## src/rtl/proc_seq.sv

```systemverilog
// proc_seq: strict-order stage sequencer with per-stage watchdog
// and data-memory port routing to the active stage.
module proc_seq #(
  parameter int NUM_STAGES = 3,
  parameter int ADDR_WIDTH = 32,
  parameter int DATA_WIDTH = 32,
  parameter int TIMEOUT    = 1024,
  parameter int CNT_WIDTH  = 16
) (
  input  logic                             clk,
  input  logic                             rst,
  input  logic                             start_i,
  input  logic [NUM_STAGES-1:0]            stage_en_i,
  output logic                             ready_o,
  output logic                             error_o,
  output logic [2:0]                       err_stage_o,
  output logic [NUM_STAGES-1:0]            stg_start_o,
  input  logic [NUM_STAGES-1:0]            stg_ready_i,
  input  logic [NUM_STAGES-1:0]            stg_mem_ce_i,
  input  logic [NUM_STAGES-1:0]            stg_mem_we_i,
  input  logic [NUM_STAGES*ADDR_WIDTH-1:0] stg_mem_addr_i,
  input  logic [NUM_STAGES*4-1:0]          stg_mem_width_i,
  input  logic [NUM_STAGES*DATA_WIDTH-1:0] stg_mem_data_i,
  output logic                             mem_ce_o,
  output logic                             mem_we_o,
  output logic [ADDR_WIDTH-1:0]            mem_addr_o,
  output logic [3:0]                       mem_width_o,
  output logic [DATA_WIDTH-1:0]            mem_data_o,
  output logic [CNT_WIDTH-1:0]             pkt_cnt_o,
  output logic [CNT_WIDTH-1:0]             err_cnt_o
);

  localparam int WD_W = (TIMEOUT > 1) ? $clog2(TIMEOUT) : 1;
  localparam logic [WD_W-1:0] WD_LAST =
    (TIMEOUT > 0) ? WD_W'(TIMEOUT - 1) : '0;

  typedef enum logic [1:0] {
    FREE = 2'd0,
    RUN  = 2'd1,
    DONE = 2'd2
  } state_t;

  state_t                state, state_d;
  logic [2:0]            cur, cur_d;
  logic [NUM_STAGES-1:0] en_q, en_d;
  logic [WD_W-1:0]       wd_cnt, wd_d;
  logic [2:0]            mux_sel, sel_d;
  logic [NUM_STAGES-1:0] start_d;
  logic                  rdy_d, err_d;
  logic [2:0]            estg_d;
  logic [CNT_WIDTH-1:0]  pkt_d, ecnt_d;

  logic [2:0]            first, nxt;
  logic                  first_ok, nxt_ok;
  logic [NUM_STAGES-1:0] cur_oh;
  logic                  rdy_cur;

  assign cur_oh  = NUM_STAGES'(1) << cur;
  assign rdy_cur = |(stg_ready_i & cur_oh);

  // lowest requested stage, and lowest enabled stage above cur
  always_comb begin
    first    = '0;
    first_ok = 1'b0;
    nxt      = '0;
    nxt_ok   = 1'b0;
    for (int i = NUM_STAGES - 1; i >= 0; i--) begin
      if (stage_en_i[i]) begin
        first    = 3'(i);
        first_ok = 1'b1;
      end
      if (en_q[i] && (3'(i) > cur)) begin
        nxt    = 3'(i);
        nxt_ok = 1'b1;
      end
    end
  end

  // next-state and next-output logic of the sequencer
  always_comb begin
    state_d = state;
    cur_d   = cur;
    en_d    = en_q;
    wd_d    = wd_cnt;
    sel_d   = mux_sel;
    start_d = stg_start_o;
    rdy_d   = ready_o;
    err_d   = error_o;
    estg_d  = err_stage_o;
    pkt_d   = pkt_cnt_o;
    ecnt_d  = err_cnt_o;
    case (state)
      FREE: begin
        if (start_i) begin
          rdy_d = 1'b0;
          err_d = 1'b0;
          en_d  = stage_en_i;
          if (!first_ok) begin
            rdy_d   = 1'b1;
            pkt_d   = pkt_cnt_o + CNT_WIDTH'(1);
            state_d = DONE;
          end else begin
            cur_d   = first;
            start_d = NUM_STAGES'(1) << first;
            sel_d   = first;
            wd_d    = '0;
            state_d = RUN;
          end
        end
      end
      RUN: begin
        if (rdy_cur) begin
          if (nxt_ok) begin
            cur_d   = nxt;
            start_d = NUM_STAGES'(1) << nxt;
            sel_d   = nxt;
            wd_d    = '0;
          end else begin
            start_d = '0;
            rdy_d   = 1'b1;
            sel_d   = '0;
            pkt_d   = pkt_cnt_o + CNT_WIDTH'(1);
            state_d = DONE;
          end
        end else if ((TIMEOUT != 0) && (wd_cnt == WD_LAST)) begin
          start_d = '0;
          rdy_d   = 1'b1;
          err_d   = 1'b1;
          estg_d  = cur;
          sel_d   = '0;
          ecnt_d  = err_cnt_o + CNT_WIDTH'(1);
          state_d = DONE;
        end else begin
          wd_d = wd_cnt + WD_W'(1);
        end
      end
      DONE: begin
        if (!start_i) state_d = FREE;
      end
      default: state_d = FREE;
    endcase
  end

  // state and registered outputs
  always_ff @(posedge clk) begin
    if (rst) begin
      state       <= FREE;
      cur         <= '0;
      en_q        <= '0;
      wd_cnt      <= '0;
      mux_sel     <= '0;
      stg_start_o <= '0;
      ready_o     <= 1'b0;
      error_o     <= 1'b0;
      err_stage_o <= '0;
      pkt_cnt_o   <= '0;
      err_cnt_o   <= '0;
    end else begin
      state       <= state_d;
      cur         <= cur_d;
      en_q        <= en_d;
      wd_cnt      <= wd_d;
      mux_sel     <= sel_d;
      stg_start_o <= start_d;
      ready_o     <= rdy_d;
      error_o     <= err_d;
      err_stage_o <= estg_d;
      pkt_cnt_o   <= pkt_d;
      err_cnt_o   <= ecnt_d;
    end
  end

  // memory port follows mux_sel; out-of-range falls back to stage 0
  always_comb begin
    mem_ce_o    = stg_mem_ce_i[0];
    mem_we_o    = stg_mem_we_i[0];
    mem_addr_o  = stg_mem_addr_i[0 +: ADDR_WIDTH];
    mem_width_o = stg_mem_width_i[0 +: 4];
    mem_data_o  = stg_mem_data_i[0 +: DATA_WIDTH];
    for (int i = 1; i < NUM_STAGES; i++) begin
      if (int'(mux_sel) == i) begin
        mem_ce_o    = stg_mem_ce_i[i];
        mem_we_o    = stg_mem_we_i[i];
        mem_addr_o  = stg_mem_addr_i[i*ADDR_WIDTH +: ADDR_WIDTH];
        mem_width_o = stg_mem_width_i[i*4 +: 4];
        mem_data_o  = stg_mem_data_i[i*DATA_WIDTH +: DATA_WIDTH];
      end
    end
  end

endmodule
```

## config.mk

```make
export PLATFORM = sky130hd
export DESIGN_NAME = proc_seq
export DESIGN_NICKNAME = d
export VERILOG_FILES = /design/src/rtl/proc_seq.sv
export SDC_FILE = /design/constraint.sdc
export NUM_CORES = 1
export LEC_CHECK = 0
export CAP_MARGIN = 40
export CORE_MARGIN = 4
export CORE_UTILIZATION = 34
export CTS_BUF_LIST = sky130_fd_sc_hd__clkbuf_4 sky130_fd_sc_hd__clkbuf_8 sky130_fd_sc_hd__clkbuf_16
export DETAILED_ROUTE_END_ITERATION = 10
export MAX_ROUTING_LAYER = met4
export PLACE_DENSITY = 0.77
export SETUP_SLACK_MARGIN = 0.05
export SLEW_MARGIN = 0
export SYNTH_ARGS = -nofsm -noshare
export SYNTH_HDL_FRONTEND = slang
export SYNTH_SLANG_ARGS = --single-unit
```

## constraint.sdc

```tcl
create_clock -name clk -period 2.15 [get_ports clk]
set_input_delay 0.3225 -clock clk [delete_from_list [all_inputs] [get_ports clk]]
set_output_delay 0.3225 -clock clk [all_outputs]
set_load 0.03 [all_outputs]
```

Yosys cells after proc, flatten, opt, wreduce, memory -nomap -nowiden
Cells that the tools add are included.
- register bits after elaboration: 61
- bits of input ports: 219
- output and inout port bits: 110
- word-level logic and storage cells: 118
- add/sub/neg operators: 3
- $lt $le $gt $ge: 3
- equal/unequal tests: 18
- shift operators: 3
- mux-type cells: 63
- bitwise gates (word level): 2
- reductions and logical operators: 15
- operators by type and width (kind ; count):
    32-bit 2-to-1 mux ; 4
    16-bit 2-to-1 mux ; 4
    10-bit 2-to-1 mux ; 5
    3-bit 2-to-1 mux ; 14
    16-bit by 1-bit adder with 16-bit output (second input constant) ; 2
    16-bit case mux with 2 select lines ; 1
    10-bit case mux with 2 select lines ; 1
    2-bit 2-to-1 mux ; 9
    2-bit != test (second input constant) ; 9
    3-bit case mux with 2 select lines ; 3
    1-bit 2-to-1 mux ; 17
    4-bit AND reduction ; 4
    5-bit AND reduction ; 3
    3-bit != test (second input constant) ; 4
    10-bit by 1-bit adder with 10-bit output (second input constant) ; 1
    10-bit == test (second input constant) ; 1
    1-bit by 3-bit << shifter with 3-bit output (first input constant) ; 3
    4-bit 2-to-1 mux ; 2
    1-bit by 3-bit greater-than comparator with 1-bit output (first input constant) ; 2
    2-bit case mux with 3 select lines ; 1
    1-bit case mux with 2 select lines ; 2
    3-bit bitwise AND ; 1
    3-bit by 2-bit == test with 1-bit output (second input constant) ; 1
    3-bit == test (second input constant) ; 1
    other kinds (10) ; 12

Longest topological paths before layout
Gate-level depths: netlist (run 1).
- word-level depth: 9
- gate-level depth with buffers: 8

Worst setup path before layout (run 1)
Ideal clock, no wire load.
- path type: register to output
- from: register mux_sel[0]
- to: output mem_addr_o[12]
- arrival: 2.064 ns
- data required time: 1.827 ns
- path slack: -0.237 ns
- stages on the path, launching flop included: 6
- buffers on the path: 3
- path through: dfxtp_1 > clkbuf_1 > buf_1 > buf_1 > mux2i_1 > a21oi_1
- word-level cells in the longest chain between the ends: 3
- RTL lines (element ; line ; text):
    from (decl) ; 47 ; logic [2:0] mux_sel, sel_d;
    from (signal assigned) ; 163 ; mux_sel <= sel_d;
    3-bit by 2-bit == test with 1-bit output ; 181 ; if (int'(mux_sel) == i) begin
    32-bit 2-to-1 mux ; 181 ;
    32-bit 2-to-1 mux (*) ; 181 ;
    to (decl) ; 26 ; output logic [ADDR_WIDTH-1:0] mem_addr_o,
Mark *: on every way between the ends. The rest lies on a longest branch, timed or not.

Final worst setup path (run 1)
- from: register cur[1]
- to: register pkt_cnt_o[8]
- word-level cells in the longest chain between the ends: 7
- RTL lines (element ; line ; text):
    from (decl) ; 44 ; logic [2:0] cur, cur_d;
    from (signal assigned) ; 160 ; cur <= cur_d;
    2-bit by 3-bit greater-than comparator with 1-bit output ; 72 ; if (en_q[i] && (3'(i) > cur)) begin
    1-bit logical AND ; 72 ;
    1-bit 2-to-1 mux (3 in series) ; 72 ;
    2-bit != test (no line) ; - ;
    5-bit AND reduction (no line) (*) ; - ;
    to (signal assigned) ; 168 ; pkt_cnt_o <= pkt_d;
    to (decl) ; 29 ; output logic [CNT_WIDTH-1:0] pkt_cnt_o,
Marked as above.
A chain may end at the register's enable or synchronous reset.

==> metrics.md, run 1 <==
| Metric | Value |
|---|---|
| DR vias/cell | `5.45` |
| Antenna Nets Post-Route | `0` |
| Clock Tree Buf Depth | `2` |
| Die Y | `129 µm` |
| Starting Density | `34.5%` |
| Grt peak-use layer | `met2` |
| Max capacitance violation total | `0` |
| Max_slew headroom | `65.2%` |
| Commonest non-fill, non-tap cell in the layout | `clkdlybuf4s50_1` |
| Most frequent cells in the layout | `255 x clkdlybuf4s50_1, 118 x buf_4, 78 x mux2i_1, 72 x nor2b_1, 72 x a21oi_2` |
| CP Cell Sequence | `or4b_4, o211ai_4, a22oi_2, buf_4, or3_4, a21oi_2` |
| Crit share post-route | `96.4%` |
| Syn Nets | `878` |
| Hold-fix buffers at CTS | `0` |
| Worst R2R Start | `cur[1]$_SDFFE_PP0P_` |
| Fin Clk Skew | `0.00821 ns` |
| Clk pwr share | `18.4%` |
| FP Rows | `44` |
| Distinct cells, synth | `53` |
| Mapped Area | `5000 µm²` |
| TritonRoute pass-1 iters | `5` |
| Crit Path Category | `flop to flop` |
| First-pass GRT wire length | `31.0 mm` |
| Slowest cell delay on critical path | `0.54 ns` |
| Worst hold path startpoint | `rst` |
| Routed WL | `21.8 mm` |
| Hold Slack | `0.302 ns` |
| RePlAce Congestion | `0.930` |
| H-Tree Depth | `2` |
| Wire length per cell | `18.2 µm` |
| Area growth from synthesis to final layout | `87.1%` |
| RSZ-0062 raised after global routing | `true` |
| DIE AREA | `16,700 µm²` |
| Synth warn | `0` |
| Drt drc | `0` |
| Met1 Usage GRT | `28.2%` |
| Post-synth EDFFs | `0` |
| WP depth | `6` |
| GR Util met3 | `3.96%` |
| Reg power frac | `23.7%` |
| Hold Violations, Final | `0` |
| Setup violators final | `0` |
| Share of cells above drive strength 1 | `23.9%` |
| CP max stage cell | `or4b_4` |
| Fillers | `1,262` |
| Peak supply drop | `343 µV` |
| CP Data Required Time | `2.38 ns` |
| Worst-Margin Slew | `0.520 ns` |
| Static leakage | `3.21 nW` |
| Clock transition at path regs | `0.07 ns` |
| # clock sinks | `56` |
| Routing usage on met2 | `40.5%` |
| CTS tree | `built` |
| Port-buffer cells | `327` |
| Logic pwr share | `57.8%` |
| Top Family by Delay on Critical Path | `simple AND/OR/NAND/NOR gates` |
| Number of buffers and inverters on the critical path | `1` |
| Worst-path fanout max | `5` |
| Initial antenna violation count | `0` |
| Yosys reg bits | `56` |
| Status | `completed` |
| First DRT Iteration DRCs | `330` |
| Grt total ovfl | `0` |
| Setup TNS | `0 ns` |
| Power Total | `4.70 mW` |
| Pin count of the biggest net entering global routing | `92` |
| R2R depth | `6` |
| Total CTS buffers | `5` |
| Core area | `14,500 µm²` |
| Sequential-to-total area share from yosys stat | `22.4%` |
| Type of origin of the critical path | `flop` |
| Crit end category | `flop` |
| Top_reg_cell synth | `dfxtp_1` |
| Fmax | `483 MHz` |
| # diodes | `0` |
| Min Tclk post-route | `2.07 ns` |
| Final HPWL DP | `16.8 mm` |
| Clock Latency Late Sink | `0.30 ns` |
| Reg-to-reg critical path endpoint | `pkt_cnt_o[8]$_SDFFE_PP0P_` |
| Die extent in x | `129 µm` |
| Hold worst-path end | `wd_cnt[1]$_SDFFE_PP0P_` |
| Asr flop ratio synth | `0%` |
| Global-route usage over all layers | `23.5%` |
| Vias | `6,500` |
| Synthesized area per cell | `7.62 µm²` |
| Crit path DAT | `2.30 ns` |
| Switching share of total power | `39.7%` |
| I/O pin count | `329` |
| Cell Pwr Density | `502 nW/µm²` |
| Pins Over Slew Limit | `0` |
| Hold path depth | `2` |
| Root buf cell | `clkbuf_16` |
| Nets | `1,230` |
| Hold Crit Class | `input pin to flop` |
| Number of global-route vias before repair | `5,894` |
| R2r setup slk | `0.08 ns` |
| Internal Dissipation | `2.83 mW` |
| Mapped Cells | `656` |
| Net switching power | `1.86 mW` |
## worst reg2reg max path: stages, from the launching register on
cell	delay, ns
dfxtp_2	0.34
or4b_4	0.54
o211ai_4	0.26
a22oi_2	0.19
buf_4	0.19
or3_4	0.36
a21oi_2	0.12
## flip-flops by register name, indices dropped and copies added (netlist names)
name	cells
state	2
ready_o	1
wd_cnt	10
stg_start_o	2
en_q	2
err_stage_o	2
error_o	1
err_cnt_o	16
cur	2
mux_sel	2
pkt_cnt_o	16
## final cells by class
class	count	area [µm²]	area share (%)
Multi-Input combinational cell	537	3970	42.5
Tap cell	184	230	2.46
Clock buffer	8	154	1.65
Inverter	10	37.5	0.401
Timing Repair Buffer	398	3830	40.9
Sequential cell	56	1130	12.1
## power groups by stage
stage          sequential (mW)  clock (mW)  combinational, mW
6_report                  1.11       0.866               2.72
3_5_place_dp              1.15           0               2.62
2_1_floorplan             1.13           0               1.44
4_1_cts                   1.11       0.879               2.68
3_3_place_gp              1.15           0               2.60
5_1_grt                   1.12       0.918               2.88
## cell usage after synthesis (3+ instances only)
library cell / number / area share (%)
buf_2: 4 / 0.40
xor2_1: 5 / 0.88
or4_1: 12 / 1.8
o21ai_0: 20 / 2.0
or3_1: 11 / 1.4
nand3_1: 24 / 2.4
nor2_1: 25 / 1.9
a211oi_1: 71 / 11
nor2b_1: 74 / 9.3
and3_1: 4 / 0.50
and4_1: 3 / 0.53
nand4_1: 10 / 1.3
nand2b_1: 4 / 0.50
inv_1: 10 / 0.75
xnor2_1: 5 / 0.88
clkbuf_1: 41 / 3.1
nor4_1: 4 / 0.50
ha_1: 3 / 0.75
dfxtp_1: 56 / 22
o211ai_1: 3 / 0.45
buf_1: 7 / 0.53
a21oi_1: 100 / 10
nor3_1: 12 / 1.2
mux2i_1: 78 / 16
o21a_1: 3 / 0.45
a311oi_1: 3 / 0.53
o31ai_1: 13 / 2.0
and2_1: 3 / 0.38
nand2_1: 18 / 1.4
## logic make-up (layout without fill, tap and decap cells)
kind of cell / after synthesis / in the layout / synth area share [%]
AOI/OAI and AO/OA: 231 / 233 / 29.7
muxes: 78 / 78 / 15.6
adders and majority gates: 3 / 3 / 0.751
buffers and inverters: 65 / 416 / 5.28
and+or+nand+nor: 212 / 212 / 24.4
other: 1 / 1 / 0.0750
DFF: 56 / 56 / 22.4
xor gates and xnor gates: 10 / 10 / 1.75
## stage by stage
stage               cell area (µm²)  util [%]  instances  setup slack (ns)
floorplan                      5270         -        656             0.115
global placement               8950      61.8       1170            -0.392
detailed placement             8950      61.8       1170            -0.435
CTS                            9210      63.6       1186            0.0370
global route                   9360      64.6       1193            0.0109
finish                         9360      64.6       1193            0.0782
## metal layers
metal	wire (µm)	up-vias
li1	-	3187
met1	8760	3035
met2	10900	237
met3	1480	41
met4	636	0
met5	0	-
## worst max-delay path by stage
stage                         startpoint                    endpoint  slack [ns]
2_1_floorplan  pkt_cnt_o[3]$_SDFFE_PP0P_  pkt_cnt_o[14]$_SDFFE_PP0P_        0.11
3_5_place_dp              stg_ready_i[0]   pkt_cnt_o[9]$_SDFFE_PP0P_       -0.43
4_1_cts          mux_sel[0]$_SDFFE_PP0P_              mem_data_o[21]        0.04
5_1_grt             en_q[2]$_SDFFE_PP0P_   pkt_cnt_o[4]$_SDFFE_PP0P_        0.01
6_report             cur[1]$_SDFFE_PP0P_   pkt_cnt_o[8]$_SDFFE_PP0P_        0.08
3_3_place_gp              stg_ready_i[0]   pkt_cnt_o[9]$_SDFFE_PP0P_       -0.39
## repair_timing
item	CTS	global route
resized for setup	19	14
hold endpoints to repair	0	0
pin swaps	10	8
buffers inserted	6	5
endpoints found under the setup margin	79	81
cloned	2	2
Note: power is estimated with default switching activity, not from simulation.
==> run 2, diff against run 1 <==
- SLEW_MARGIN: 0 -> not set
==> results of run 2 <==
Same layout as run 1: the final DEF is identical, and so are final timing and power.
